$ cat config.mk
export PLATFORM = sky130hd
export DESIGN_NAME = rtc_time_core_flat
export DESIGN_NICKNAME = d
export VERILOG_FILES = /design/src/rtl/rtc_time_core_if.sv /design/src/rtl/rtc_time_core.sv /design/src/flat_wrapper.sv
export SDC_FILE = /design/constraint.sdc
export NUM_CORES = 1
export LEC_CHECK = 0
export BUFFER_PORTS_ARGS = -buffer_cell sky130_fd_sc_hd__buf_2
export CAP_MARGIN = 20
export CORE_AREA = 2 2 63 110
export DETAILED_ROUTE_END_ITERATION = 16
export DIE_AREA = 0 0 65 112
export PLACE_DENSITY = 0.81
export SYNTH_ARGS = -nofsm -noshare
export SYNTH_HDL_FRONTEND = slang
export SYNTH_SLANG_ARGS = --single-unit
$ cat constraint.sdc
create_clock -name clk -period 2.43 [get_ports clk]
set_input_delay 0.1215 -clock clk [delete_from_list [all_inputs] [get_ports clk]]
set_output_delay 0.1215 -clock clk [all_outputs]
set_load 0.05 [all_outputs]
$ cat src/rtl/rtc_time_core_if.sv
// Settings and display bundle between the pin wrapper (master) and the RTC core (slave).
interface rtc_time_core_if;
  logic       ena;
  logic       mode_24h;
  logic       fast_mode;
  logic       set_valid;
  logic [4:0] set_hour;
  logic [5:0] set_min;
  logic [5:0] set_sec;
  logic       alarm_on;
  logic [4:0] alarm_hour;
  logic [5:0] alarm_min;
  logic [4:0] hour;
  logic [5:0] minute;
  logic [5:0] second;
  logic       pm;
  logic       tick_1hz;
  logic       set_err;
  logic       alarm_pulse;

  modport master (
    output ena, mode_24h, fast_mode, set_valid, set_hour, set_min, set_sec,
           alarm_on, alarm_hour, alarm_min,
    input  hour, minute, second, pm, tick_1hz, set_err, alarm_pulse
  );

  modport slave (
    input  ena, mode_24h, fast_mode, set_valid, set_hour, set_min, set_sec,
           alarm_on, alarm_hour, alarm_min,
    output hour, minute, second, pm, tick_1hz, set_err, alarm_pulse
  );
endinterface

$ cat src/rtl/rtc_time_core.sv
// Real-time-clock core: 24-hour internal time, 12/24-hour display, checked load,
// minute-resolution alarm and a one-tick-per-cycle test mode.
module rtc_time_core #(
  parameter int CLK_FREQ_HZ = 10_000_000,
  parameter int DIV_W       = 24,
  parameter int ALARM_EN    = 1
) (
  input logic          clk,
  input logic          rst_n,
  rtc_time_core_if.slave bus
);

  localparam logic [DIV_W-1:0] DIV_MAX       = DIV_W'(CLK_FREQ_HZ - 1);
  localparam logic             ALARM_PRESENT = (ALARM_EN != 0);

  function automatic logic set_in_range(input logic [4:0] h, input logic [5:0] m,
                                        input logic [5:0] s);
    return (h <= 5'd23) && (m <= 6'd59) && (s <= 6'd59);
  endfunction

  logic [DIV_W-1:0] div_r;
  logic [4:0]       hr_r;
  logic [5:0]       min_r;
  logic [5:0]       sec_r;
  logic             tick_r;
  logic             err_r;
  logic             alarm_r;

  logic             sec_tick_s;
  logic             set_ok_s;
  logic             alarm_hit_s;
  logic [4:0]       hr_nxt_s;
  logic [5:0]       min_nxt_s;
  logic [5:0]       sec_nxt_s;
  logic [4:0]       hour_s;

  assign sec_tick_s = bus.ena && (bus.fast_mode || (div_r == DIV_MAX));
  assign set_ok_s   = set_in_range(bus.set_hour, bus.set_min, bus.set_sec);

  // Next time value for a one-second advance, with full rollover at 23:59:59.
  always_comb begin
    hr_nxt_s  = hr_r;
    min_nxt_s = min_r;
    sec_nxt_s = sec_r + 6'd1;
    if (sec_r == 6'd59) begin
      sec_nxt_s = 6'd0;
      if (min_r == 6'd59) begin
        min_nxt_s = 6'd0;
        if (hr_r == 5'd23) begin
          hr_nxt_s = 5'd0;
        end else begin
          hr_nxt_s = hr_r + 5'd1;
        end
      end else begin
        min_nxt_s = min_r + 6'd1;
      end
    end else begin
      sec_nxt_s = sec_r + 6'd1;
    end
  end

  // Out-of-range alarm settings can never equal a reachable hr/min, so no explicit check.
  assign alarm_hit_s = ALARM_PRESENT && bus.alarm_on && (sec_nxt_s == 6'd0) &&
                       (hr_nxt_s == bus.alarm_hour) && (min_nxt_s == bus.alarm_min);

  // Divider and time state; any load strobe swallows a coincident second tick.
  always_ff @(posedge clk or negedge rst_n) begin
    if (!rst_n) begin
      div_r <= '0;
      hr_r  <= 5'd0;
      min_r <= 6'd0;
      sec_r <= 6'd0;
    end else if (bus.set_valid) begin
      if (set_ok_s) begin
        div_r <= '0;
        hr_r  <= bus.set_hour;
        min_r <= bus.set_min;
        sec_r <= bus.set_sec;
      end
    end else if (sec_tick_s) begin
      div_r <= '0;
      hr_r  <= hr_nxt_s;
      min_r <= min_nxt_s;
      sec_r <= sec_nxt_s;
    end else if (bus.ena) begin
      div_r <= div_r + DIV_W'(1);
    end
  end

  // Registered pulses, aligned with the state they describe.
  always_ff @(posedge clk or negedge rst_n) begin
    if (!rst_n) begin
      tick_r  <= 1'b0;
      err_r   <= 1'b0;
      alarm_r <= 1'b0;
    end else begin
      tick_r  <= sec_tick_s && !bus.set_valid;
      err_r   <= bus.set_valid && !set_ok_s;
      alarm_r <= sec_tick_s && !bus.set_valid && alarm_hit_s;
    end
  end

  // Display hour: 12-hour mode maps 0 to 12 and 13..23 to 1..11.
  always_comb begin
    hour_s = hr_r;
    if (bus.mode_24h) begin
      hour_s = hr_r;
    end else if (hr_r == 5'd0) begin
      hour_s = 5'd12;
    end else if (hr_r > 5'd12) begin
      hour_s = hr_r - 5'd12;
    end else begin
      hour_s = hr_r;
    end
  end

  assign bus.hour        = hour_s;
  assign bus.minute      = min_r;
  assign bus.second      = sec_r;
  assign bus.pm          = (hr_r >= 5'd12);
  assign bus.tick_1hz    = tick_r;
  assign bus.set_err     = err_r;
  assign bus.alarm_pulse = alarm_r;

endmodule
$ cat src/flat_wrapper.sv
// flat-port wrapper written by rule: the top's interface ports become plain ports
module rtc_time_core_flat 
#(
  parameter int CLK_FREQ_HZ = 10_000_000,
  parameter int DIV_W       = 24,
  parameter int ALARM_EN    = 1
)
  (clk, rst_n, bus_ena, bus_mode_24h, bus_fast_mode, bus_set_valid, bus_set_hour, bus_set_min, bus_set_sec, bus_alarm_on, bus_alarm_hour, bus_alarm_min, bus_hour, bus_minute, bus_second, bus_pm, bus_tick_1hz, bus_set_err, bus_alarm_pulse);
  rtc_time_core_if bus_i ();
  input logic clk;
  input logic rst_n;
  input wire logic [$bits(bus_i.ena)-1:0] bus_ena;
  input wire logic [$bits(bus_i.mode_24h)-1:0] bus_mode_24h;
  input wire logic [$bits(bus_i.fast_mode)-1:0] bus_fast_mode;
  input wire logic [$bits(bus_i.set_valid)-1:0] bus_set_valid;
  input wire logic [$bits(bus_i.set_hour)-1:0] bus_set_hour;
  input wire logic [$bits(bus_i.set_min)-1:0] bus_set_min;
  input wire logic [$bits(bus_i.set_sec)-1:0] bus_set_sec;
  input wire logic [$bits(bus_i.alarm_on)-1:0] bus_alarm_on;
  input wire logic [$bits(bus_i.alarm_hour)-1:0] bus_alarm_hour;
  input wire logic [$bits(bus_i.alarm_min)-1:0] bus_alarm_min;
  output wire logic [$bits(bus_i.hour)-1:0] bus_hour;
  output wire logic [$bits(bus_i.minute)-1:0] bus_minute;
  output wire logic [$bits(bus_i.second)-1:0] bus_second;
  output wire logic [$bits(bus_i.pm)-1:0] bus_pm;
  output wire logic [$bits(bus_i.tick_1hz)-1:0] bus_tick_1hz;
  output wire logic [$bits(bus_i.set_err)-1:0] bus_set_err;
  output wire logic [$bits(bus_i.alarm_pulse)-1:0] bus_alarm_pulse;
  assign bus_i.ena = bus_ena;
  assign bus_i.mode_24h = bus_mode_24h;
  assign bus_i.fast_mode = bus_fast_mode;
  assign bus_i.set_valid = bus_set_valid;
  assign bus_i.set_hour = bus_set_hour;
  assign bus_i.set_min = bus_set_min;
  assign bus_i.set_sec = bus_set_sec;
  assign bus_i.alarm_on = bus_alarm_on;
  assign bus_i.alarm_hour = bus_alarm_hour;
  assign bus_i.alarm_min = bus_alarm_min;
  assign bus_hour = bus_i.hour;
  assign bus_minute = bus_i.minute;
  assign bus_second = bus_i.second;
  assign bus_pm = bus_i.pm;
  assign bus_tick_1hz = bus_i.tick_1hz;
  assign bus_set_err = bus_i.set_err;
  assign bus_alarm_pulse = bus_i.alarm_pulse;
  rtc_time_core #(.CLK_FREQ_HZ(CLK_FREQ_HZ), .DIV_W(DIV_W), .ALARM_EN(ALARM_EN)) u_core (.clk(clk), .rst_n(rst_n), .bus(bus_i));
endmodule
**Yosys cells after proc, flatten, opt, wreduce, memory -nomap -nowiden**

Cells that the tools add are included.

- Input port bits: 35
- Logic and storage cells: 64
- Memories: 0
- RAM bits: 0
- Register bits after elaboration: 44
- ROM bits: 0
- Output and inout bits: 21
- Latch bits: 0

- Shifts and indexed selects: 0
- Multiplexer cells: 22
- Equality and inequality tests: 7
- Bitwise logic cells: 0
- Multipliers: 0
- Add/sub/neg operators: 5
- Reduce and logical (&&, ||, !) cells: 18
- Div/mod/pow operators: 0
- Magnitude comparators: 5

Operator list:

| cell | count |
|---|---|
| $mux 24 | 4 |
| $mux 6 | 9 |
| $mux 5 | 9 |
| $add 24x1->24 const B | 1 |
| $eq 24x24->1 const B | 1 |
| $add 6x1->6 const B | 2 |
| $eq 6x6->1 const B | 2 |
| $le 6x6->1 const B | 2 |
| $logic_and 1x1->1 | 9 |
| $eq 6x6->1 | 1 |
| $logic_not 6->1 | 1 |
| $add 5x1->5 const B | 1 |
| $eq 5x5->1 | 1 |
| $eq 5x5->1 const B | 1 |
| $ge 5x4->1 const B | 1 |
| $gt 5x4->1 const B | 1 |
| $le 5x5->1 const B | 1 |
| $logic_not 5->1 | 1 |
| $sub 5x4->5 const B | 1 |
| $reduce_and 2->1 | 2 |
| $reduce_bool 3->1 | 1 |
| $logic_not 1->1 | 2 |
| $ne 2x1->1 const B | 1 |
| $reduce_bool 2->1 | 1 |
| $logic_or 1x1->1 | 1 |

**Logic depth before layout (Yosys ltp)**

- Word-level depth: 8
- Depth in mapped cells: 9
- Depth with buffers taken out: 8

**Least setup slack after synthesis**

OpenSTA, ideal clock, no wires.

- Kind: flip-flop to output port
- From: register u_core.hr_r[2]
- To: output port bus_hour[4]
- Arrival time: 2.631 ns
- Stages on the path, launching flop included: 7
- Setup slack: -0.322 ns
- Cells stage by stage: dfrtp_1 > clkbuf_1 > inv_1 > ha_1 > nand2_1 > nand2_1 > o41ai_1

- Word-level cells in the longest chain between the ends: 4
- Elaborated cells between the ends (all ways): 6

RTL lines:

| what | RTL line | text |
|---|---|---|
| start: declaration | rtc_time_core.sv:22 | `logic [4:0] hr_r;` |
| start signal: assignment | rtc_time_core.sv:76 | `hr_r <= bus.set_hour;` |
| start signal: assignment | rtc_time_core.sv:82 | `hr_r <= hr_nxt_s;` |
| $sub 5x4->5 / $gt 5x4->1 (equally long branches) | rtc_time_core.sv:111, rtc_time_core.sv:110 |  |
| $mux 5 | rtc_time_core.sv:110 | `end else if (hr_r > 5'd12) begin` |
| $mux 5 * | rtc_time_core.sv:108 | `end else if (hr_r == 5'd0) begin` |
| $mux 5 * | rtc_time_core.sv:106 | `if (bus.mode_24h) begin` |
| end: declaration | flat_wrapper.sv:22 | `output wire logic [$bits(bus_i.hour)-1:0] bus_hour;` |

Every way passes the cells marked *; elsewhere a longest branch is shown, timed or not.

**Worst setup path after layout**

- From: register u_core.div_r[18]
- To: register u_core.min_r[1] (netlist: u_core.bus.minute[1])

- Word-level cells in the longest chain between the ends: 5

RTL lines:

| what | RTL line | text |
|---|---|---|
| start: declaration | rtc_time_core.sv:21 | `logic [DIV_W-1:0] div_r;` |
| start signal: assignment | rtc_time_core.sv:86 | `div_r <= div_r + DIV_W'(1);` |
| $eq 24x24->1 | rtc_time_core.sv:37 | `assign sec_tick_s = bus.ena && (bus.fast_mode \|\| (div_r == DIV_MAX));` |
| $logic_or 1x1->1 | rtc_time_core.sv:37 |  |
| $logic_and 1x1->1 | rtc_time_core.sv:37 |  |
| $reduce_bool 2->1 (no source line) | - |  |
| $reduce_and 2->1 (no source line) | - |  |
| end signal: assignment | rtc_time_core.sv:77 | `min_r <= bus.set_min;` |
| end signal: assignment | rtc_time_core.sv:83 | `min_r <= min_nxt_s;` |
| end: declaration | rtc_time_core.sv:23 | `logic [5:0] min_r;` |

Every way passes these cells.
A chain may end at the register's enable or synchronous reset.

==> metrics.txt <==
Routed Antenna Nets=0; internal power=1.61 mW; number of synthesized flops with an enable pin=0; Worst EP required=2.60 ns; Worst-path clk slew=0.06 ns; Sw Share=0.391; Comb power frac=0.396; fill cell count=559; Rows=39; Crit Path Category=reg -> reg; Static Leakage=1.69 nW; htree depth=2; max_slew headroom=0.539; Longest Clk Path Bufs=2; total track usage=0.278; Setup violations, final=0; critical path startpoint=u_core.div_r[18]; setup ws final=0.0935 ns; area of the die=7280 um2; run status=completed; # DRC=0; Hold WC Path Type=in -> reg; Via density=6.18; WL final=9.70 mm; maxcap violations=0; Unique masters post-synth=59; core region area=6390 um2; largest net degree at the start of global routing=30; FF-to-FF Start=u_core.div_r[18]; reg2reg end=u_core.bus.minute[1]; CTS tree=done; CP Capture Type=flop; setup TNS=0 ns; Clock Power Share=0.271; Die Y=112 um; period utilization=0.962; VDD IR max=0.514 mV; CP Max Fanout=7; FF+latch count, synth=44; crit path to=u_core.bus.minute[1]; Top Usage Layer GRT=met2; clock sinks=44; drt first-iter violations=204; Final Max Slew Viols=0; Synth Net Count=423; crit path time final=2.34 ns; Final Wtd Congestion=0.971; I/O Buffers=55; Yosys top cell area share=0.346; routed len/inst=17.9 um; RSZ-0062 raised after global routing=no; Reg2Reg Depth=6; synthesized cell area=3180 um2; P&R area growth vs syn=24.6%; Initial Util=0.497; synth top area cells=dfrtp_1 (35%), nor2_1 (5.0%), xor2_1 (4.7%); nets@finish=502; Worst-Margin Slew=0.691 ns; ANT cells=0; Psw=1.03 mW; worst slack, placed=0.00320 ns; via count=3,352; Die Span X=65 um; Final Hold Fails=0; Sequential Power Share=0.333; Max Freq=428 MHz; Ys Warns=0; drt first pass iters=4; gr ovfl total=0; root buf cell=clkbuf_16; pwr dens=666 nW/um2; first-pass GRT wire length=15.5 mm; worst skew pair latency=0.29 ns; Most used DFF post-synth=dfrtp_1; Worst Clk Skew=0.00710 ns; Arr. time, crit path=2.51 ns; met3 usage=0.0424; layout cell share with drive strength beyond 1=0.278; initial antenna violation count=0; Synth async-reset ratio=1.00; post-DP HPWL=7.54 mm; vias in the first global route=3,377; internal reg-to-reg setup slack=0.09 ns; GR Util met2=0.507; Worst setup SP type=flop; Cells after Synth=380; Synth area leader=dfrtp_1; GR Layer Usage met1=0.265; Num CTS Buffers=5; boundary pin count=56; Seq/Total Area, Yosys=0.346; Synth Area per Inst=8.36 um2
-- cell usage in the layout, fill, tap and decap left out, types with 11 or more instances in the layout --
master and n:
inv_1 14, buf_4 37, o21ai_0 23, nand3_1 22
buf_2 55, nand2_1 36, dfrtp_1 31, a21oi_1 18
nor2_1 42, xor2_1 17, dfrtp_2 13, nand4_1 11
-- cells in the mapped netlist, drive strengths merged, types with 3 or more instances --
library cell,n
nand2,36
nor2,42
a21oi,18
or4,5
buf,10
inv,14
xnor2,11
a221oi,4
o211ai,4
and3,10
mux2i,6
ha,8
or3,5
o2bb2ai,5
nand3,22
a22oi,6
a31oi,5
o31ai,3
xor2,17
dfrtp,44
o21ai,31
clkbuf,11
nor3,10
nand4,11
nor4,8
-- worst max-delay path, cell delays in order (launching register included) --
cell      delay (ns)
dfrtp_1         0.40
or4b_4          0.56
nor4_4          0.27
a41o_2          0.29
and2_1          0.37
nor2_1          0.08
a221oi_1        0.26
-- repair_timing --
| action | in CTS | in global routing |
|---|---|---|
| hold buffers | 1 | 0 |
| resized for setup | 0 | 5 |
| setup buffers | 0 | 2 |
| endpoints found under the setup margin | 1 | 2 |
| pin swaps | 2 | 5 |
| cloned | 0 | 0 |
| endpoints found under the hold margin | 27 | 0 |
-- area by class of cell --
cell class,instances,area [um2],share of cell area
well taps,82,103,0.0259
inverters,14,52.6,0.0133
multi-input cells,301,1970,0.497
clock buffers,8,156,0.0395
repair buffers,93,563,0.142
flip-flops and latches,44,1120,0.282
-- metal layers --
metal,share of wire,vias to the layer above
li1,-,1561
met4,0.087,0
met3,0.041,59
met5,0,-
met1,0.33,1590
met2,0.54,142
-- stage by stage --
step                total power, mW   util  area (um2)  hold slack, ns  cells
floorplan                      1.58      -        3220          -0.174    380
global placement               1.88  0.589        3760           0.194    531
detailed placement             1.90  0.589        3760           0.193    531
CTS                            2.62  0.615        3930          0.0764    540
global route                   2.76  0.619        3960          0.0965    542
finish                         2.64  0.619        3960          0.0740    542
-- registers in the layout, summed over array words and instances (netlist names) --
| name | count |
|---|---|
| u_core.bus.second | 6 |
| u_core.hr_r | 5 |
| u_core.div_r | 24 |
| u_core.bus.tick_1hz | 1 |
| u_core.bus.set_err | 1 |
| u_core.bus.alarm_pulse | 1 |
| u_core.bus.minute | 6 |
-- worst min-delay path by stage --
stage               cells past startpoint                endpoint            from
detailed placement                      1      u_core.bus.set_err           rst_n
global placement                        1      u_core.bus.set_err           rst_n
finish                                  3    u_core.bus.minute[0]  bus_set_min[0]
floorplan                               0  u_core.bus.alarm_pulse           rst_n
CTS                                     3    u_core.bus.minute[0]  bus_set_min[0]
global route                            3    u_core.bus.minute[0]  bus_set_min[0]
-- cell families (layout without fill, tap and decap cells) --
family	after synthesis	count (layout)	share of synthesized area
xor+xnor	28	28	0.0831
fa+ha+maj	8	8	0.0315
compound gates	97	97	0.201
simple gates	162	162	0.270
mux	6	6	0.0189
flops	44	44	0.346
buf+inv	35	115	0.0488
-- power by group through the flow --
stage / logic [mW] / registers, mW / clock network [mW]
finish: 1.05 / 0.878 / 0.714
global placement: 0.998 / 0.878 / 0
global route: 1.12 / 0.884 / 0.755
detailed placement: 1.02 / 0.885 / 0
floorplan: 0.553 / 1.03 / 0
CTS: 1.02 / 0.872 / 0.727
(Power assumes the default switching activity.)
